===== config.mk =====
export PLATFORM = sky130hd
export DESIGN_NAME = i2s_adc_rx
export DESIGN_NICKNAME = d
export VERILOG_FILES = /design/src/rtl/i2s_adc_rx.sv
export SDC_FILE = /design/constraint.sdc
export NUM_CORES = 1
export LEC_CHECK = 0
export ABC_AREA = 1
export CORE_ASPECT_RATIO = 1.2
export CORE_UTILIZATION = 35
export CTS_CLUSTER_SIZE = 25
export DETAILED_ROUTE_END_ITERATION = 10
export SYNTH_ARGS = -nofsm -noshare
export SYNTH_HDL_FRONTEND = slang
export SYNTH_SLANG_ARGS = --single-unit

===== constraint.sdc =====
create_clock -name clock_50M -period 4.5 [get_ports clock_50M]
set_clock_uncertainty 0.15 [all_clocks]
set_input_delay 1.125 -clock clock_50M [delete_from_list [all_inputs] [get_ports clock_50M]]
set_output_delay 1.125 -clock clock_50M [all_outputs]
set_load 0.005 [all_outputs]

===== src/rtl/i2s_adc_rx.sv =====
// i2s_adc_rx: I2S slave receiver for the codec ADC path.
// Oversamples adclrc/bclk/adcdat on clock_50M, deserializes one MSB-first
// word per channel and presents each complete left/right pair with a
// one-cycle data_valid strobe. Truncated words raise a one-cycle frame_err.
// Build option: define I2S_RX_LJ_EN for left-justified framing (no one-bit
// delay after the LR clock edge); undefined selects standard I2S.
module i2s_adc_rx #(
  parameter int unsigned DATA_WIDTH = 16
) (
  input  logic                  clock_50M,
  input  logic                  reset,
  input  logic                  adclrc,
  input  logic                  bclk,
  input  logic                  adcdat,
  output logic [DATA_WIDTH-1:0] left_data,
  output logic [DATA_WIDTH-1:0] right_data,
  output logic                  data_valid,
  output logic                  frame_err
);

  localparam int unsigned SYNC_W = 3;
  localparam int unsigned CNT_W  = (DATA_WIDTH > 1) ? $clog2(DATA_WIDTH) : 1;
  localparam logic [CNT_W-1:0] CNT_LAST = CNT_W'(DATA_WIDTH - 1);

  typedef enum logic [1:0] {
    WAIT_LRC = 2'd0,
    SKIP     = 2'd1,
    SHIFT    = 2'd2,
    DONE     = 2'd3
  } state_e;

`ifdef I2S_RX_LJ_EN
  localparam state_e ENTRY_STATE = SHIFT;
`else
  localparam state_e ENTRY_STATE = SKIP;
`endif

  // Synchronizer chains: bit 0 = s1, bit 1 = s2, bit 2 = s3
  logic [SYNC_W-1:0] lrc_sync_q,  lrc_sync_d;
  logic [SYNC_W-1:0] bclk_sync_q, bclk_sync_d;
  logic [SYNC_W-1:0] dat_sync_q,  dat_sync_d;

  state_e                state_q,      state_d;
  logic [DATA_WIDTH-1:0] shreg_q,      shreg_d;
  logic [CNT_W-1:0]      bit_cnt_q,    bit_cnt_d;
  logic                  chan_q,       chan_d;
  logic [DATA_WIDTH-1:0] left_hold_q,  left_hold_d;
  logic                  left_vld_q,   left_vld_d;
  logic [DATA_WIDTH-1:0] left_data_q,  left_data_d;
  logic [DATA_WIDTH-1:0] right_data_q, right_data_d;
  logic                  data_valid_q, data_valid_d;
  logic                  frame_err_q,  frame_err_d;

  logic                  lrc_edge_c;
  logic                  bclk_rise_c;
  logic                  dat_bit_c;
  logic [DATA_WIDTH-1:0] word_c;
  logic                  unused_dat_s3;

  // Shift each asynchronous pin into its three-stage chain
  always_comb begin
    lrc_sync_d  = {lrc_sync_q[SYNC_W-2:0],  adclrc};
    bclk_sync_d = {bclk_sync_q[SYNC_W-2:0], bclk};
    dat_sync_d  = {dat_sync_q[SYNC_W-2:0],  adcdat};
  end

  // Edge detection on the synchronized pins; data is sampled at stage 2
  always_comb begin
    lrc_edge_c    = lrc_sync_q[1] != lrc_sync_q[2];
    bclk_rise_c   = bclk_sync_q[1] & ~bclk_sync_q[2];
    dat_bit_c     = dat_sync_q[1];
    // Third data stage keeps the chains equal length; its output is not needed
    unused_dat_s3 = dat_sync_q[2];
    word_c        = {shreg_q[DATA_WIDTH-2:0], dat_bit_c};
  end

  // Framing FSM, deserializer and pair assembly
  always_comb begin
    state_d      = state_q;
    shreg_d      = shreg_q;
    bit_cnt_d    = bit_cnt_q;
    chan_d       = chan_q;
    left_hold_d  = left_hold_q;
    left_vld_d   = left_vld_q;
    left_data_d  = left_data_q;
    right_data_d = right_data_q;
    data_valid_d = 1'b0;
    frame_err_d  = 1'b0;

    if (lrc_edge_c) begin
      // A new half-frame always restarts capture; the coincident bclk rise is dropped
      chan_d    = lrc_sync_q[1];
      bit_cnt_d = CNT_LAST;
      state_d   = ENTRY_STATE;
      if ((state_q == SKIP) || (state_q == SHIFT)) begin
        frame_err_d = 1'b1;
        left_vld_d  = 1'b0;
      end
    end else if (bclk_rise_c) begin
      case (state_q)
        SKIP: begin
          state_d = SHIFT;
        end
        SHIFT: begin
          shreg_d = word_c;
          if (bit_cnt_q == '0) begin
            state_d = DONE;
            if (!chan_q) begin
              left_hold_d = word_c;
              left_vld_d  = 1'b1;
            end else if (left_vld_q) begin
              left_data_d  = left_hold_q;
              right_data_d = word_c;
              data_valid_d = 1'b1;
              left_vld_d   = 1'b0;
            end
          end else begin
            bit_cnt_d = bit_cnt_q - CNT_W'(1);
          end
        end
        default: begin
          // WAIT_LRC and DONE ignore bit clocks until the next LR edge
        end
      endcase
    end
  end

  // State and datapath registers with synchronous reset
  always_ff @(posedge clock_50M) begin
    if (reset) begin
      lrc_sync_q   <= '0;
      bclk_sync_q  <= '0;
      dat_sync_q   <= '0;
      state_q      <= WAIT_LRC;
      shreg_q      <= '0;
      bit_cnt_q    <= CNT_LAST;
      chan_q       <= 1'b0;
      left_hold_q  <= '0;
      left_vld_q   <= 1'b0;
      left_data_q  <= '0;
      right_data_q <= '0;
      data_valid_q <= 1'b0;
      frame_err_q  <= 1'b0;
    end else begin
      lrc_sync_q   <= lrc_sync_d;
      bclk_sync_q  <= bclk_sync_d;
      dat_sync_q   <= dat_sync_d;
      state_q      <= state_d;
      shreg_q      <= shreg_d;
      bit_cnt_q    <= bit_cnt_d;
      chan_q       <= chan_d;
      left_hold_q  <= left_hold_d;
      left_vld_q   <= left_vld_d;
      left_data_q  <= left_data_d;
      right_data_q <= right_data_d;
      data_valid_q <= data_valid_d;
      frame_err_q  <= frame_err_d;
    end
  end

  assign left_data  = left_data_q;
  assign right_data = right_data_q;
  assign data_valid = data_valid_q;
  assign frame_err  = frame_err_q;

endmodule


==> run metrics, run 1 <==
Seq/Total Area, Yosys=0.529; Avg Inst Size Synth=8.05 um^2; drt total wl=5.43 mm; setup TNS=0 ns; Reg power frac=0.567; clk_lat worst skew=0.34 ns; top-area cell type share of the netlist area=0.529; Avg WL per Cell=10.2 um; # setup viols final=0; CP cell instances=clkdlybuf4s50_1 -> inv_1 -> buf_4 -> o21ai_0 -> nor2_1; Clock Pin Slew Worst Setup and Hold Paths=0.08 ns; Syn Nets=390; post-synthesis cell type count=25; crit-path max FO=29; P_sw=274 uW; Synth Cell Area=3070 um^2; Post-CTS Setup Repair Bufs=0; largest net degree at the start of global routing=35; Hold Path Depth=2; Placed Area=3450 um^2; Arr. time, crit path=2.91 ns; Max-Cap Viols=0; Tot Pwr=1.28 mW; Cells after Synth=381; internal power=1.00 mW; post-synthesis compound-gate area fraction=0.113; post-CTS sizing=0; Die H=105 um; fin area=3640 um^2; largest family of logic cells by synthesized area=simple AND/OR/NAND/NOR gates; final setup margin=1.73 ns; Worst VDD drop=174 uV; crit path launch type=primary input; DRT iter0 DRCs=94; mux cell area share after synthesis=0; chip width=87.5 um; IO Port Bufs=38; fill count=930; first-pass GRT wire length=9.42 mm; dominant cell type by area after synthesis=dfxtp_1; H-tree lvl count=3; worst setup path startpoint=reset; Initial Utilization=0.360; pwr dens=351 nW/um^2; most common cell after layout, fill and taps aside=nor2_1; Crit-path slowest cell=inv_1; status=finished, final reports clean; max-slew violation count=0; Period minus WS final=2.77 ns; Simple-Gate Fraction of Synth Area=0.245; synthesis-to-layout area growth=18.6%; peak per-stage delay on the critical path=0.63 ns; DP Worst Slack=1.37 ns; Final Hold Fails=0; WP data required=4.64 ns; # diodes=0; Comb power frac=0.033; initial antenna violation count=0; Core Rows=37; via/cell ratio=4.35; number of clock sinks=81; hold buffer count at cts=0; via count=2328; nets=423; transition time of the tightest slew-check pin=0.729 ns; clock buffer depth=2; clock share of power=0.400; Highest Clock Rate=0.361 GHz; fin crit share=0.615; Hold/Removal Path Class=flip-flop to flip-flop; post-synthesis adder-cell area fraction=0.0163; drt drc=0; worst r2r src=bit_cnt_q[0]; die area=9150 um^2; remaining antenna violation count=0; core area=8520 um^2; CTS tree=done; top post-synthesis cells by area=dfxtp_1 53%, nor2_1 17%, o21ai_1 6.5%; total track usage=0.132; DP HPWL=3.77 mm; crit path capture type=flip-flop; Ys Warns=0; vias in the first global route=2181; io pins=39; XOR/XNOR share of the synthesized area=0.00571; cts bufs inserted=9; Pleak=1.50 nW; Yosys reg bits=81; Worst R2R Path Depth=8; unrepaired setup endpoints after global routing=no; gp weighted congestion=0.746; clk root buf=clkbuf_8; slew margin rel.=0.514; Hold Path Origin=lrc_sync_q[0]; Crit Path Class=primary input to flip-flop; most frequent cells in the layout=141 x nor2_1, 81 x dfxtp_1, 40 x o21ai_1; GRT overflow=0; Net Sw Frac=0.214; DR pass1 iterations=5; share of layout cells above drive strength 1=0.0861
## worst paths after layout
| path | slack, ns | end |
|---|---|---|
| setup / recovery | 1.73 | shreg_q[11] |
| hold / removal | 0.25 | lrc_sync_q[1] |
| setup reg to reg | 2.70 | left_data[0] |
| hold reg to reg | 0.25 | lrc_sync_q[1] |
## per-stage QoR
stage / utilization / std cells / hold slack (ns)
2_1_floorplan: - / 381 / 0.238
3_3_place_gp: 0.405 / 520 / 0.241
3_5_place_dp: 0.405 / 520 / 0.246
4_1_cts: 0.427 / 535 / 0.255
5_1_grt: 0.427 / 535 / 0.272
6_report: 0.427 / 535 / 0.248
## flip-flops by register name, indices dropped and copies added, names as in the netlist
register / flops
chan_q: 1
frame_err: 1
right_data: 16
state_q: 2
bclk_sync_q: 3
left_data: 16
shreg_q: 15
lrc_sync_q: 3
left_hold_q: 16
data_valid: 1
dat_sync_q: 2
bit_cnt_q: 4
left_vld_q: 1
## power by group through the flow
stage	Combinational (mW)	Clock (mW)	Sequential, mW
floorplan	0.0319	0	0.741
global placement	0.0419	0	0.741
detailed placement	0.0427	0	0.742
CTS	0.0428	0.534	0.725
global route	0.0489	0.567	0.725
finish	0.0422	0.511	0.725
## cells in the mapped netlist (all sizes together)
master  instances
nor2          148
nand4           1
buf            11
nand2          24
nand3           7
clkbuf          7
a21oi           2
ha              4
dfxtp          81
inv            28
o211ai          2
o21ai          64
xnor2           2
## final cells by class
type / instances / area (um^2) / area share
flip-flops and latches: 81 / 1620 / 0.446
multi-input cells: 254 / 1160 / 0.320
clock buffers: 10 / 138 / 0.0378
repair buffers: 40 / 395 / 0.109
inverters: 28 / 118 / 0.0323
well taps: 117 / 146 / 0.0402
clock inverters: 5 / 56.3 / 0.0155
## critical path: cells and delay by family
family          cells  cell delay (ns)
compound gates      1             0.12
buf+inv             3             1.56
simple gates        1             0.09
## cells by family (layout without fill, tap and decap cells)
| family | count (synthesis) | in the layout |
|---|---|---|
| AND/OR/NAND/NOR | 180 | 180 |
| flip-flops | 81 | 81 |
| AO/OA/AOI/OAI | 68 | 68 |
| buffers and inverters | 46 | 83 |
| adder cells (fa/ha/maj) | 4 | 4 |
| XOR/XNOR | 2 | 2 |
## layer usage
layer,GRT usage,share of wire,vias up
li1,-,-,1260
met1,0.147,0.45,1025
met2,0.232,0.50,34
met3,0.0284,0.031,9
met4,0.0679,0.016,0
met5,0,0,-
No activity file was read; power rests on OpenSTA's default activity.
==> inputs of run 2 (changes only) <==
==> constraint.sdc (replaced) <==
create_clock -name clock_50M -period 2.4 [get_ports clock_50M]
set_clock_uncertainty 0.15 [all_clocks]
set_input_delay 0.6 -clock clock_50M [delete_from_list [all_inputs] [get_ports clock_50M]]
set_output_delay 0.6 -clock clock_50M [all_outputs]
set_load 0.005 [all_outputs]
==> run 2 against run 1 <==
Effect of this change:
- critical path depth decreased by 4
- clock power increased by 90%
- global-route usage decreased by 0.21 points
- count of clock-buffer cells in the layout increased by 1
- utilization increased by 0.18 points
- worst setup slack got worse by 1.3 ns
- die area unchanged
- hold slack improved by 0.0068 ns
- final area increased by 0.41%
- sequential share of layout area decreased by 0.18 points
- non-clock buffer count unchanged
- register-to-register slack got worse by 2.1 ns
- critical path type is now flip-flop to output port
- largest power group unchanged
==> run metrics, run 2 (same netlist as run 1, synthesis figures left out) <==
status=finished, final reports clean; Net Sw Frac=0.216 (+0.00208); WP data required=1.65 ns (-2.99 ns); remaining antenna violation count=0 (unchanged); Crit-path slowest cell=clkdlybuf4s50_1; DP Worst Slack=0.496 ns (-0.872 ns); Crit Path Class=flip-flop to output port; Initial Utilization=0.360 (unchanged); drt total wl=5.32 mm (-2.0%); Worst VDD drop=294 uV (+68%); transition time of the tightest slew-check pin=0.409 ns (-0.320 ns); Top Family by Delay on Critical Path=buffers and inverters; setup TNS=0 ns (unchanged); slew margin rel.=0.727 (+0.214); clock share of power=0.403 (+0.003); total track usage=0.130 (-0.00213); Pleak=1.50 nW (+0.12%); share of layout cells above drive strength 1=0.0859 (-0.000206); crit path launch type=flip-flop; DP HPWL=3.57 mm (-5.2%); synthesis-to-layout area growth=19.1%; dpl cells=520 (unchanged); Post-CTS Setup Repair Bufs=0 (unchanged); via/cell ratio=4.33 (-0.40%); max-slew violation count=0 (unchanged); H-tree lvl count=3 (unchanged); drt drc=0 (unchanged); io pins=39 (unchanged); Arr. time, crit path=1.20 ns (-1.71 ns); IO Port Bufs=38 (unchanged); vias in the first global route=2092 (-4.1%); gp weighted congestion=0.773 (+3.7%); Highest Clock Rate=0.513 GHz; final setup margin=0.452 ns (-1.28 ns); unrepaired setup endpoints after global routing=no; Period minus WS final=1.95 ns; number of clock sinks=81 (unchanged); chip width=87.5 um (unchanged); crit-path max FO=2 (-93%); clk root buf=clkbuf_8; Max-Cap Viols=0 (unchanged); CTS tree=done; Core Rows=37 (unchanged); WP buf/inv=1 (-2); hold buffer count at cts=0 (unchanged); Reg power frac=0.563 (-0.004); Tot Pwr=2.41 mW (+89%); die area=9150 um^2 (unchanged); initial antenna violation count=0 (unchanged); most common cell after layout, fill and taps aside=nor2_1; P_sw=521 uW (+90%); first-pass GRT wire length=9.25 mm (-1.8%); core area=8520 um^2 (unchanged); fin crit share=0.811; Util after Layout=0.429 (+0.00176); Die H=105 um (unchanged); cts bufs inserted=9 (unchanged); Hold/Removal Path Class=flip-flop to flip-flop; GRT overflow=0 (unchanged); DRT iter0 DRCs=111 (+18%); # diodes=0 (unchanged); final non-filler cell total=536 (+0.19%); clk_lat worst skew=0.35 ns (about the same); peak per-stage delay on the critical path=0.50 ns (-0.13 ns); Comb power frac=0.034 (about the same); crit path capture type=output port; Clock Pin Slew Worst Setup and Hold Paths=0.08 ns (about the same); CP cell instances=clkdlybuf4s50_1; Avg WL per Cell=9.93 um (-2.2%); clock buffer depth=2 (unchanged); Final Hold Fails=0 (unchanged); largest net degree at the start of global routing=67 (+91%); via count=2323 (-0.21%); # setup viols final=0 (unchanged); most frequent cells in the layout=141 x nor2_1, 81 x dfxtp_1, 40 x o21ai_1; DR pass1 iterations=4 (-1); nets=423 (unchanged); internal power=1.89 mW (+88%); pwr dens=660 nW/um^2 (+88%); post-CTS sizing=0 (unchanged)
-- run 2: area by class of cell --
cell class	count	area [um^2]
Tap cell	117	146
Clock buffer	11	141
Clock inverter	5	55.1
Inverter	28	118
Sequential cell	81	1620
Multi-Input combinational cell	254	1160
Timing Repair Buffer	40	408
Fill cell	925	4860
-- run 2: tightest hold or removal path, stage by stage (launching register included) --
cell	delay, ns
dfxtp_1	0.30
inv_1	0.04
nor2_1	0.03
-- run 2: through the flow --
step	cell area (um^2)	hold WS (ns)
2_1_floorplan	3070	0.238
3_5_place_dp	3460	0.247
6_report	3650	0.255
3_3_place_gp	3460	0.241
5_1_grt	3650	0.271
4_1_cts	3650	0.257
-- run 2: metal layers --
layer / wire (um) / vias up / global-route usage
met3: 189 / 9 / 0.0387
met1: 2380 / 1019 / 0.145
met4: 111 / 0 / 0.0632
met2: 2650 / 33 / 0.222
met5: 0 / - / 0
li1: - / 1262 / -
-- run 2: path summary, 6_finish.rpt --
kind                            slack (ns)  cells after the start     startpoint             to
worst max-delay path                  0.45                      1   left_data[7]   left_data[7]
worst min-delay path                  0.26                      2  lrc_sync_q[0]  lrc_sync_q[1]
worst max register to register        0.58                      8   bit_cnt_q[0]  right_data[3]
worst min register to register        0.26                      2  lrc_sync_q[0]  lrc_sync_q[1]
-- run 2: power groups by stage --
stage,Clock (mW),Sequential [mW],Combinational [mW]
CTS,1.01,1.36,0.0823
detailed placement,0,1.39,0.0820
finish,0.972,1.36,0.0808
global placement,0,1.39,0.0814
global route,1.07,1.36,0.0929
floorplan,0,1.39,0.0598
==> inputs of run 3 (changes only) <==
==> constraint.sdc (replaced) <==
create_clock -name clock_50M -period 1.9 [get_ports clock_50M]
set_clock_uncertainty 0.15 [all_clocks]
set_input_delay 0.475 -clock clock_50M [delete_from_list [all_inputs] [get_ports clock_50M]]
set_output_delay 0.475 -clock clock_50M [all_outputs]
set_load 0.005 [all_outputs]
==> run 3 against run 2 <==
Effect of this change:
- register-to-register slack worse by 0.35 ns
- utilization about the same
- non-clock buffer count grew 1
- final area about the same
- global-route usage fell by 0.14 points
- combinational power rose by 29%
- clock power grew 15%
- sequential share of layout area about the same
- sequential power up 26%
- worst setup slack got worse by 0.37 ns
- largest power group unchanged
==> run metrics, run 3 (same netlist as run 1, synthesis figures left out) <==
IO Port Bufs=38 (unchanged); CTS tree=done; Crit-path slowest cell=clkdlybuf4s50_1; worst r2r dst=right_data[9]; DR pass1 iterations=4 (unchanged); core area=8520 um^2 (unchanged); max-slew violation count=0 (unchanged); pwr dens=804 nW/um^2 (+22%); Initial Utilization=0.360 (unchanged); die area=9150 um^2 (unchanged); CP cell instances=clkdlybuf4s50_1; Avg WL per Cell=10.1 um (+1.9%); Crit Path Class=flip-flop to output port; clk_lat worst skew=0.34 ns (about the same); drt drc=0 (unchanged); H-tree lvl count=3 (unchanged); Final Hold Fails=0 (unchanged); via count=2320 (-0.13%); WP buf/inv=1 (unchanged); clk root buf=clkbuf_8; DP HPWL=3.64 mm (+1.9%); Util after Layout=0.429 (about the same); slew margin rel.=0.780 (+0.0531); initial antenna violation count=0 (unchanged); crit path launch type=flip-flop; Arr. time, crit path=1.19 ns (about the same); Die H=105 um (unchanged); number of clock sinks=81 (unchanged); via/cell ratio=4.32 (-0.32%); unrepaired setup endpoints after global routing=no; share of layout cells above drive strength 1=0.0857 (-0.000205); gp weighted congestion=0.764 (-1.2%); Hold/Removal Path Class=flip-flop to flip-flop; synthesis-to-layout area growth=19.1% (about the same); CP endpoint=left_data[7]; vias in the first global route=1983 (-5.2%); first-pass GRT wire length=9.09 mm (-1.7%); WP data required=1.27 ns (-0.38 ns); fin crit share=0.955; hold buffer count at cts=0 (unchanged); total track usage=0.129 (-0.00144); crit-path max FO=2 (unchanged); drt total wl=5.43 mm (+2.0%); largest net degree at the start of global routing=67 (unchanged); cts bufs inserted=9 (unchanged); Crit path depth=1 (unchanged); peak per-stage delay on the critical path=0.50 ns (about the same); most frequent cells in the layout=141 x nor2_1, 81 x dfxtp_1, 40 x o21ai_1; io pins=39 (unchanged); # setup viols final=0 (unchanged); chip width=87.5 um (unchanged); Core Rows=37 (unchanged); crit path capture type=output port; worst setup path startpoint=left_data[7]; DRT iter0 DRCs=125 (+13%); Highest Clock Rate=0.551 GHz; clock buffer depth=2 (unchanged); nets=424 (+0.24%); GRT overflow=0 (unchanged); final non-filler cell total=537 (+0.19%); transition time of the tightest slew-check pin=0.328 ns (-0.0809 ns); Clock Pin Slew Worst Setup and Hold Paths=0.08 ns (about the same); most common cell after layout, fill and taps aside=nor2_1; Period minus WS final=1.82 ns; reg-to-reg setup timing slack=0.23 ns (-0.35 ns); remaining antenna violation count=0 (unchanged); Worst VDD drop=381 uV (+30%); status=finished, final reports clean; setup TNS=0 ns (unchanged); Worst R2R Path Depth=8 (unchanged); Max-Cap Viols=0 (unchanged); # diodes=0 (unchanged); Top Family by Delay on Critical Path=buffers and inverters; worst r2r src=state_q[0]; Pleak=1.49 nW (-0.79%); dpl cells=521 (+0.19%)
run 3: cell types whose count changed in the layout (fill, tap and decap cells not counted), sizes merged:
cell	previous run	this run
clkinv	2	4
inv	28	27
bufinv	1	0
clkinvlp	2	0
buf	2	3
clkbuf	11	13
run 3: layout make-up:
type | count | area [um^2]
flip-flops and latches | 81 | 1620
well taps | 117 | 146
clock inverters | 3 | 15.0
clock buffers | 13 | 159
repair buffers | 41 | 415
multi-input cells | 254 | 1170
fillers | 908 | 4860
inverters | 28 | 123
run 3: per-stage QoR:
| stage | area, um^2 | setup slack [ns] | hold slack [ns] | power [mW] |
|---|---|---|---|---|
| finish | 3650 | 0.0848 | 0.254 | 2.94 |
| detailed placement | 3470 | 0.143 | 0.247 | 1.86 |
| global placement | 3470 | 0.176 | 0.239 | 1.86 |
| floorplan | 3070 | 0.387 | 0.238 | 1.83 |
| global route | 3650 | 0.0135 | 0.275 | 3.07 |
| CTS | 3640 | 0.0433 | 0.258 | 2.99 |
run 3: power by group:
group	switching [mW]	leakage, nW	internal, mW	total (mW)
registers	0.00808	0.654	1.71	1.72
clock network	0.575	0.0932	0.541	1.12
logic	0.0627	0.745	0.0411	0.104
run 3: tightest hold or removal path, stage by stage, from the launching register on:
cell,delay (ns)
dfxtp_1,0.30
inv_1,0.04
nor2_1,0.03
run 3: repair_timing:
| item | in CTS | in global routing |
|---|---|---|
| gates resized for setup | 0 | 2 |
| setup endpoints to repair | 0 | 18 |
| setup buffers | 0 | 0 |
run 3: routing by layer:
layer / GRT usage / wire (um) / vias up
li1: - / - / 1259
met1: 0.149 / 2470 / 1017
met2: 0.211 / 2690 / 34
met3: 0.0411 / 158 / 10
met4: 0.0632 / 113 / 0
met5: 0 / 0 / -
run 3: worst min path at each step:
stage	start	endpoint	slack, ns	cells after the start
2_1_floorplan	bclk_sync_q[0]	bclk_sync_q[1]	0.24	2
3_3_place_gp	lrc_sync_q[0]	lrc_sync_q[1]	0.24	2
3_5_place_dp	lrc_sync_q[0]	lrc_sync_q[1]	0.25	2
4_1_cts	lrc_sync_q[0]	lrc_sync_q[1]	0.26	2
5_1_grt	lrc_sync_q[0]	lrc_sync_q[1]	0.28	2
6_report	lrc_sync_q[0]	lrc_sync_q[1]	0.25	2
